## src/rtl/seg_display_scan.sv

```systemverilog
// seg_display_scan: snapshots a counter value into a shadow register and scans
// it as hex onto a multiplexed, common-anode, active-low 7-segment display.
// One digit is driven per SCAN_DIV clock slot. Digit 0 comes first after reset.
// DATA_BITS must be a multiple of 4 in the range 4..32, and SCAN_DIV must be >= 1.

module seg_display_scan #(
    parameter int DATA_BITS = 32,
    parameter int SCAN_DIV  = 100000
) (
    input  logic                   clk,
    input  logic                   rst_n,
    input  logic [DATA_BITS-1:0]   data,
    input  logic                   load,
    input  logic                   blank_lz,
    input  logic [DATA_BITS/4-1:0] dp_mask,
    output logic [DATA_BITS/4-1:0] an,
    output logic [6:0]             seg,
    output logic                   dp,
    output logic                   frame_done
);

    localparam int DIGITS = DATA_BITS / 4;
    localparam int DIV_W  = (SCAN_DIV > 1) ? $clog2(SCAN_DIV) : 1;
    localparam int IDX_W  = (DIGITS > 1) ? $clog2(DIGITS) : 1;
    localparam logic [DIV_W-1:0] DIV_LAST = DIV_W'(SCAN_DIV - 1);
    localparam logic [IDX_W-1:0] IDX_LAST = IDX_W'(DIGITS - 1);

    logic [DATA_BITS-1:0] shadow;
    logic [DIV_W-1:0]     div;
    logic [IDX_W-1:0]     idx;
    logic [IDX_W-1:0]     idx_next;
    logic                 tick;
    logic [3:0]           nib;
    logic                 dp_bit;
    logic                 zf_sel;
    logic                 blank;
    logic [DIGITS-1:0]    zero_from;
    logic [6:0]           seg_hex;
    logic [DIGITS-1:0]    an_next;
    logic [6:0]           seg_next;
    logic                 dp_next;

    assign tick     = (div == DIV_LAST);
    assign idx_next = (idx == IDX_LAST) ? '0 : idx + 1'b1;

    // Slot divider: free-running 0..SCAN_DIV-1.
    always_ff @(posedge clk or negedge rst_n) begin
        if (!rst_n)    div <= '0;
        else if (tick) div <= '0;
        else           div <= div + 1'b1;
    end

    // Shadow snapshot. A load in a tick cycle is only seen from the next tick,
    // so a digit never changes inside its slot.
    always_ff @(posedge clk or negedge rst_n) begin
        if (!rst_n)    shadow <= '0;
        else if (load) shadow <= data;
    end

    // Scan index register. Reset to the last digit so the first tick lands on digit 0.
    always_ff @(posedge clk or negedge rst_n) begin
        if (!rst_n)    idx <= IDX_LAST;
        else if (tick) idx <= idx_next;
    end

    // zero_from[i] is set when every nibble from i up to the top is zero.
    always_comb begin
        zero_from = '0;
        zero_from[DIGITS-1] = (shadow[DATA_BITS-1 -: 4] == 4'h0);
        for (int i = DIGITS - 2; i >= 0; i--)
            zero_from[i] = zero_from[i+1] && (shadow[4*i +: 4] == 4'h0);
    end

    // Select the nibble, the dp bit and the leading-zero status of the digit that comes next.
    always_comb begin
        nib    = 4'h0;
        dp_bit = 1'b0;
        zf_sel = 1'b0;
        for (int i = 0; i < DIGITS; i++) begin
            if (idx_next == IDX_W'(i)) begin
                nib    = shadow[4*i +: 4];
                dp_bit = dp_mask[i];
                zf_sel = zero_from[i];
            end
        end
        blank = blank_lz && (idx_next != '0) && zf_sel;
    end

    // Hex to active-low segments {g,f,e,d,c,b,a}.
    always_comb begin
        seg_hex = 7'h7F;
        case (nib)
            4'h0: seg_hex = 7'h40;
            4'h1: seg_hex = 7'h79;
            4'h2: seg_hex = 7'h24;
            4'h3: seg_hex = 7'h30;
            4'h4: seg_hex = 7'h19;
            4'h5: seg_hex = 7'h12;
            4'h6: seg_hex = 7'h02;
            4'h7: seg_hex = 7'h78;
            4'h8: seg_hex = 7'h00;
            4'h9: seg_hex = 7'h10;
            4'hA: seg_hex = 7'h08;
            4'hB: seg_hex = 7'h03;
            4'hC: seg_hex = 7'h46;
            4'hD: seg_hex = 7'h21;
            4'hE: seg_hex = 7'h06;
            4'hF: seg_hex = 7'h0E;
            default: seg_hex = 7'h7F;
        endcase
    end

    // Build the drive for the next digit. A blanked digit turns fully dark, including dp.
    always_comb begin
        an_next  = '1;
        seg_next = 7'h7F;
        dp_next  = 1'b1;
        if (!blank) begin
            for (int i = 0; i < DIGITS; i++)
                an_next[i] = (idx_next != IDX_W'(i));
            seg_next = seg_hex;
            dp_next  = ~dp_bit;
        end
    end

    // Output registers update only on a tick. frame_done marks the first cycle of digit 0.
    always_ff @(posedge clk or negedge rst_n) begin
        if (!rst_n) begin
            an         <= '1;
            seg        <= 7'h7F;
            dp         <= 1'b1;
            frame_done <= 1'b0;
        end else begin
            frame_done <= tick && (idx_next == '0);
            if (tick) begin
                an  <= an_next;
                seg <= seg_next;
                dp  <= dp_next;
            end
        end
    end

endmodule

```

## config.mk

```make
export PLATFORM = sky130hd
export DESIGN_NAME = seg_display_scan
export DESIGN_NICKNAME = d
export VERILOG_FILES = /design/src/rtl/seg_display_scan.sv
export SDC_FILE = /design/constraint.sdc
export NUM_CORES = 1
export LEC_CHECK = 0
export CORE_ASPECT_RATIO = 1.1
export CORE_UTILIZATION = 45
export CTS_BUF_LIST = sky130_fd_sc_hd__clkbuf_2 sky130_fd_sc_hd__clkbuf_4 sky130_fd_sc_hd__clkbuf_8
export DETAILED_ROUTE_END_ITERATION = 8
export GPL_TIMING_DRIVEN = 0
export PLACE_DENSITY = 0.77
export SLEW_MARGIN = 20
export SYNTH_ARGS = -nofsm -noshare
export SYNTH_HDL_FRONTEND = slang
export SYNTH_SLANG_ARGS = --single-unit
```

## constraint.sdc

```tcl
create_clock -name clk -period 8.9 [get_ports clk]
set_input_delay 2.225 -clock clk [delete_from_list [all_inputs] [get_ports clk]]
set_output_delay 2.225 -clock clk [all_outputs]
set_load 0.02 [all_outputs]
```

# --- Word level (Yosys, flattened, before mapping) ---
# Memory sizes are Yosys's and may differ from the RTL's.
# Cells that the tools add are included.
word_totals:
  ff_bits: 69
  mem_bits_ro: 112
  in_bits: 44
  output_inout_bits: 17
  memories: 1
memory_table:
  columns: ["memory", "words", "word_bits", "rd", "rd_clocked_by_memory_dff", "wr", "line_no", "source"]
  rows:
  - ["(name not given)", 16, 7, 1, 0, 0, "92", "case (nib)"]
classes:
  n_addsub: 2
  n_eq_ne: 16
  muxes: 29
  n_bitwise: 1
  n_reduce_logical: 20
ops:
  columns: ["cell", "n"]
  rows:
  - ["$logic_not A4 Y1", 8]
  - ["$mux W4", 8]
  - ["$add A17 B1 Y17 const B", 1]
  - ["$eq A17 B17 Y1 const B", 1]
  - ["$mux W1", 17]
  - ["$mux W17", 1]
  - ["$eq A3 B3 Y1 const B", 5]
  - ["$ne A3 B3 Y1 const B", 4]
  - ["$logic_and A1 B1 Y1", 10]
  - ["$mux W8", 1]
  - ["$mux W7", 1]
  - ["$eq A3 B2 Y1 const B", 2]
  - ["$ne A3 B2 Y1 const B", 2]
  - ["$add A3 B1 Y3 const B", 1]
  - ["$eq A3 B1 Y1 const B", 1]
  - ["$logic_not A3 Y1", 1]
  - ["$mux W3", 1]
  - ["$ne A3 B1 Y1 const B", 1]
  - ["$reduce_bool A3 Y1", 1]
  - ["$not A1 Y1", 1]

# --- Longest topological paths before layout ---
depth:
  ltp_word: 18
  depth_mapped: 14
  ltp_nobuf: 11

# --- Worst setup path before layout ---
# OpenSTA, ideal clock, no wires.
synth_timing:
  path_kind: "input -> register"
  startpoint: "in load"
  endpoint: "reg shadow[0]"
  setup_time_ns: 0.125
  t_arrival_ns: 3.225
  setup_slack_ns: 5.550
  stages: 3
  path_buffers: 2
  path_cell_list: "clkbuf_1 buf_1 mux2_2"
synth_rtl:
  columns: ["item", "line_no", "source"]
  rows:
  - ["from (decl)", "13", "input logic load,"]
  - ["to (signal assigned)", "57", "else if (load) shadow <= data;"]
  - ["to (decl)", "28", "logic [DATA_BITS-1:0] shadow;"]
# No word-level cell between the ends.

# --- Worst setup path after layout ---
layout_timing:
  startpoint: "reg seg[4]"
  endpoint: "out seg[4]"
layout_rtl:
  columns: ["item", "line_no", "source"]
  rows:
  - ["from (decl)", "17", "output logic [6:0] seg,"]
  - ["from (signal assigned)", "137", "seg <= seg_next;"]
# No word-level cell between the ends.

==> results <==
- For this block, the via count after detailed routing is 2,988.
- The detailed-route DRC error count is 0.
- The final layout contains routed wiring with a total length of 8.74 mm.
- The antenna diode count is 0.
- Summed over all failing endpoints, the final setup total negative slack is 0 ns.
- For this run, the detailed router's first-pass iteration total came to 4.
- The post-synthesis instance area is 0.00371 sq mm.
- The pre-CTS setup slack is just over 5 ns.
- The slowest stage of the critical path is the sky130_fd_sc_hd__clkdlybuf4s50_1 cell.
- The worst pin sits at a relative slew slack of between 60 and 70%.
- The clock arrives with 0.0109 ns of skew.
- The transition time at the pin with the least slew margin is 0.589 ns.
- The most common library cell in the layout ignoring fill and taps is sky130_fd_sc_hd__clkdlybuf4s50_1.
- Walking the worst path, the cells encountered are clkdlybuf4s50_1.
- The cell total after placement is about 520.
- The cell type group with the largest total delay on the critical path is buffers and inverters.
- IR analysis of the VDD net gives a maximum drop of 0.000123 V.
- The worst hold slack after final layout is 0.480 ns.
- The worst hold-check path type is flip-flop to flip-flop.
- The number of stages on the worst setup path is 1.
- The average cell area after synthesis is 10.6 sq um.
- The clock reaches the later pin of the worst-skew pair after 0.35 ns.
- The maximum clock frequency is 0.268 GHz.
- The finished layout holds ~530 standard cells, fillers aside.
- The arithmetic-cell share of the synthesized area counting full adders, half adders and majority gates is 4.05%.
- The maximum number of buffers from clock root to sink is 2.
- Once layout is complete, the utilization of the core stands at 59.0%.
- The worst setup path is launched from a flip-flop.
- The die extent in y is just under 100 um.
- The synthesis-to-layout area growth is 26.7%.
- Sorting the synthesized cells by area gives the leading types as sky130_fd_sc_hd__dfrtp_1 (34%), sky130_fd_sc_hd__dfstp_2 (13%), sky130_fd_sc_hd__mux2_2 (8.8%).
- In this run the tool buffered the top-level ports with 59 buffer cells.
- The initial utilization of the core area, before any placement, comes to 46.6%.
- Of the post-synthesis cell area, the dominant cell type holds between 30% and 40%.
- The estimated wirelength of the detail-placed design is between 6 and 7 mm.
- The floorplan die area is 0.00861 sq mm.
- Dividing the final minimum period by the clock period gives a little over two fifths.
- Counting every sink on the clock net gives 69.
- The detailed router finished its first iteration with approximately 130 violations.
- The leakage power is 1.94 nW.
- The worst path in the final design needs a cycle of 3.73 ns, including I/O delays and setup.
- The critical path in this run is classified as flip-flop to output port.
- The count of final hold-check violations is 0.
- Counting both buffers and inverters, the worst setup path holds a total of 1.
- The synthesized netlist devotes 16.3% of its cell area to simple gates.
- The run finished with clean final reports.
- The post-synthesis compound-gate area fraction is 15.2%.
- The floorplan has 34 rows.
- The setup slack after layout is approximately 5.2 ns.
- For this run, the slowest stage of the critical path takes 0.60 ns.
- The initial antenna violation count came to 0.
- The cell count after synthesis came out at approximately 350.
- Across the run, the number of max-cap violations was 0.
- For this run, the number of Yosys warnings is 0.
- Measured against the total synthesized area, the mux share comes to 10.0%.
- The number of H-tree branching levels is 3.
- After detailed routing, the number of vias per cell comes to ~5.6.
- The global-route total usage across every layer is about 22%.
- The data required time of the critical path is 6.68 ns.
- The first-pass GRT wire length is 14.5 mm.
- The via count of the first global-routing pass was 2,976.
- Entering global routing, the biggest net connects 44 pins.
- The largest total area in the synthesized netlist belongs to sky130_fd_sc_hd__dfrtp_1.
- After the last flow step, the layout net total stands at 476.
- Summing all placed instances gives a cell area of ~0.0045 sq mm.
- The root buffer cell is sky130_fd_sc_hd__clkbuf_8.
- The post-layout instance area is 0.00470 sq mm.
- The total area inside the core boundary comes to 0.00796 sq mm.
- Buffers inserted to repair hold after CTS numbered 0.
- The post-CTS setup buffer count is 0.
- TritonCTS built the clock tree.
- The total overflow left after global routing is 0.
- The share of flip-flops with an asynchronous set or reset after synthesis is 100%.
- Data arrives at the worst endpoint at about 1.5 ns.
- In this run the power density over the cells is roughly 160 mW/mm^2.
- The number of max-slew violations in the final report came to 0.
- Summing the areas of all xor and xnor instances in the mapped netlist gives 3.07% of the synthesized area.
- The number of buffers inserted during clock tree synthesis is 9.
- The endpoint kind of the worst setup timing path is an output port.
- When the netlist entered floorplanning its net count stood at 405.
- The total of endpoints with negative setup slack in the final report is 0.
- Routability-driven placement finished with a final weighted congestion of between 0.8 and 0.9.
- In this run, synthesis inferred 0 flip-flops with an integrated enable.
- After detailed routing, the average wire length per cell comes to 16.4 um.
- In this run the remaining antenna-violating nets after routing total 0.
- Once the clock tree was built, the resizer swapped 0 gates to a different size.
- Summing the sequential cell areas from Yosys gives 47.2% of the chip area.
- The count of cell types in the netlist is 62.
- Summing internal, switching and leakage power gives 0.731 mW.
- The combinational family with the most area after synthesis is simple AND/OR/NAND/NOR gates.
- The path depth of the worst reg2reg path is 10.
- After clock tree synthesis, the clock-pin slew on the worst setup and hold paths is about 0.080 ns.
- Setup repair after global routing left no endpoint under its margin.
- The boundary pin count is 61.
- The most used flip-flop cell after synthesis is sky130_fd_sc_hd__dfrtp_1.
- Counting flops and latches in the post-synthesis netlist gives 69.
- The top cell types in the final layout, fill and taps aside, are sky130_fd_sc_hd__clkdlybuf4s50_1 (58), sky130_fd_sc_hd__dfrtp_1 (50), sky130_fd_sc_hd__nor2_1 (30), sky130_fd_sc_hd__mux2_2 (29), sky130_fd_sc_hd__dfstp_2 (19).
- The depth of the worst hold-timing path is 1.
- The top fanout value on the critical path is 2.
- Of the cells placed in the final design, the portion with a size suffix greater than 1 is about 21%.
- The die is 88.5 um wide.
-- final cells by class --
cell class	instances	area (sq um)
Sequential cell	69	1750
Fill cell	697	3260
Timing Repair Buffer	60	608
Clock inverter	7	121
Multi-Input combinational cell	247	1800
Buffer	19	101
Tap cell	108	135
Clock buffer	9	124
Inverter	14	52.6
-- synthesized netlist by cell type (3+ instances only) --
cell type / count
sky130_fd_sc_hd__buf_1: 4
sky130_fd_sc_hd__a221o_1: 4
sky130_fd_sc_hd__xor2_1: 9
sky130_fd_sc_hd__a21oi_1: 16
sky130_fd_sc_hd__nor2b_1: 5
sky130_fd_sc_hd__dfstp_2: 19
sky130_fd_sc_hd__and3_1: 5
sky130_fd_sc_hd__nand2_1: 17
sky130_fd_sc_hd__nor4_1: 5
sky130_fd_sc_hd__ha_1: 12
sky130_fd_sc_hd__inv_1: 14
sky130_fd_sc_hd__or3_1: 4
sky130_fd_sc_hd__nand2b_1: 4
sky130_fd_sc_hd__a211o_1: 3
sky130_fd_sc_hd__a221oi_1: 3
sky130_fd_sc_hd__a21o_1: 3
sky130_fd_sc_hd__a31oi_1: 6
sky130_fd_sc_hd__xnor2_1: 4
sky130_fd_sc_hd__o21ai_0: 17
sky130_fd_sc_hd__nand3_1: 10
sky130_fd_sc_hd__buf_2: 6
sky130_fd_sc_hd__nand3b_1: 5
sky130_fd_sc_hd__nor2_1: 30
sky130_fd_sc_hd__nor3b_1: 3
sky130_fd_sc_hd__dfrtp_1: 50
sky130_fd_sc_hd__clkbuf_1: 5
sky130_fd_sc_hd__mux2_2: 29
sky130_fd_sc_hd__a211oi_1: 6
sky130_fd_sc_hd__nor3_1: 9
-- worst reg2reg max path, delay by kind of cell, from the launching register on --
family	cells	cell delay, ns
compound gates	3	0.95
fa+ha+maj	2	0.59
flops	1	0.57
mux	1	0.48
buf+inv	3	0.42
simple gates	1	0.27
-- layer usage --
metal / vias to the layer above / GRT usage, % / wire [um]
met2: 89 / 35.0 / 4190
li1: 1403 / - / -
met4: 0 / 8.81 / 201
met1: 1475 / 29.2 / 3840
met5: - / 0 / 0
met3: 21 / 5.61 / 506
-- kinds of logic after synthesis --
family / count (synthesis)
xor+xnor: 13
flops: 69
mux: 31
buf+inv: 33
compound gates: 77
fa+ha+maj: 12
simple gates: 114
-- report_power, final --
group          internal [mW]  switching (mW)
clock network          0.187           0.123
logic                 0.0443          0.0348
registers              0.328          0.0128
total                  0.560           0.171
-- final timing paths --
check / endpoint / slack (ns) / startpoint
worst max-delay path: seg[4] / 5.17 / seg[4]
worst min-delay path: div[4] / 0.48 / div[4]
worst max register to register: seg[3] / 5.57 / idx[0]
worst min register to register: div[4] / 0.48 / div[4]
max in group asynchronous: an[0] / 6.52 / rst_n
min in group asynchronous: shadow[12] / 1.79 / rst_n
-- registers in the layout (all words and copies together) (netlist names) --
signal and count:
div 17, dp 1, shadow 32, seg 7
frame_done 1, an 8, idx 3
Note: power is estimated with default switching activity, not from simulation.
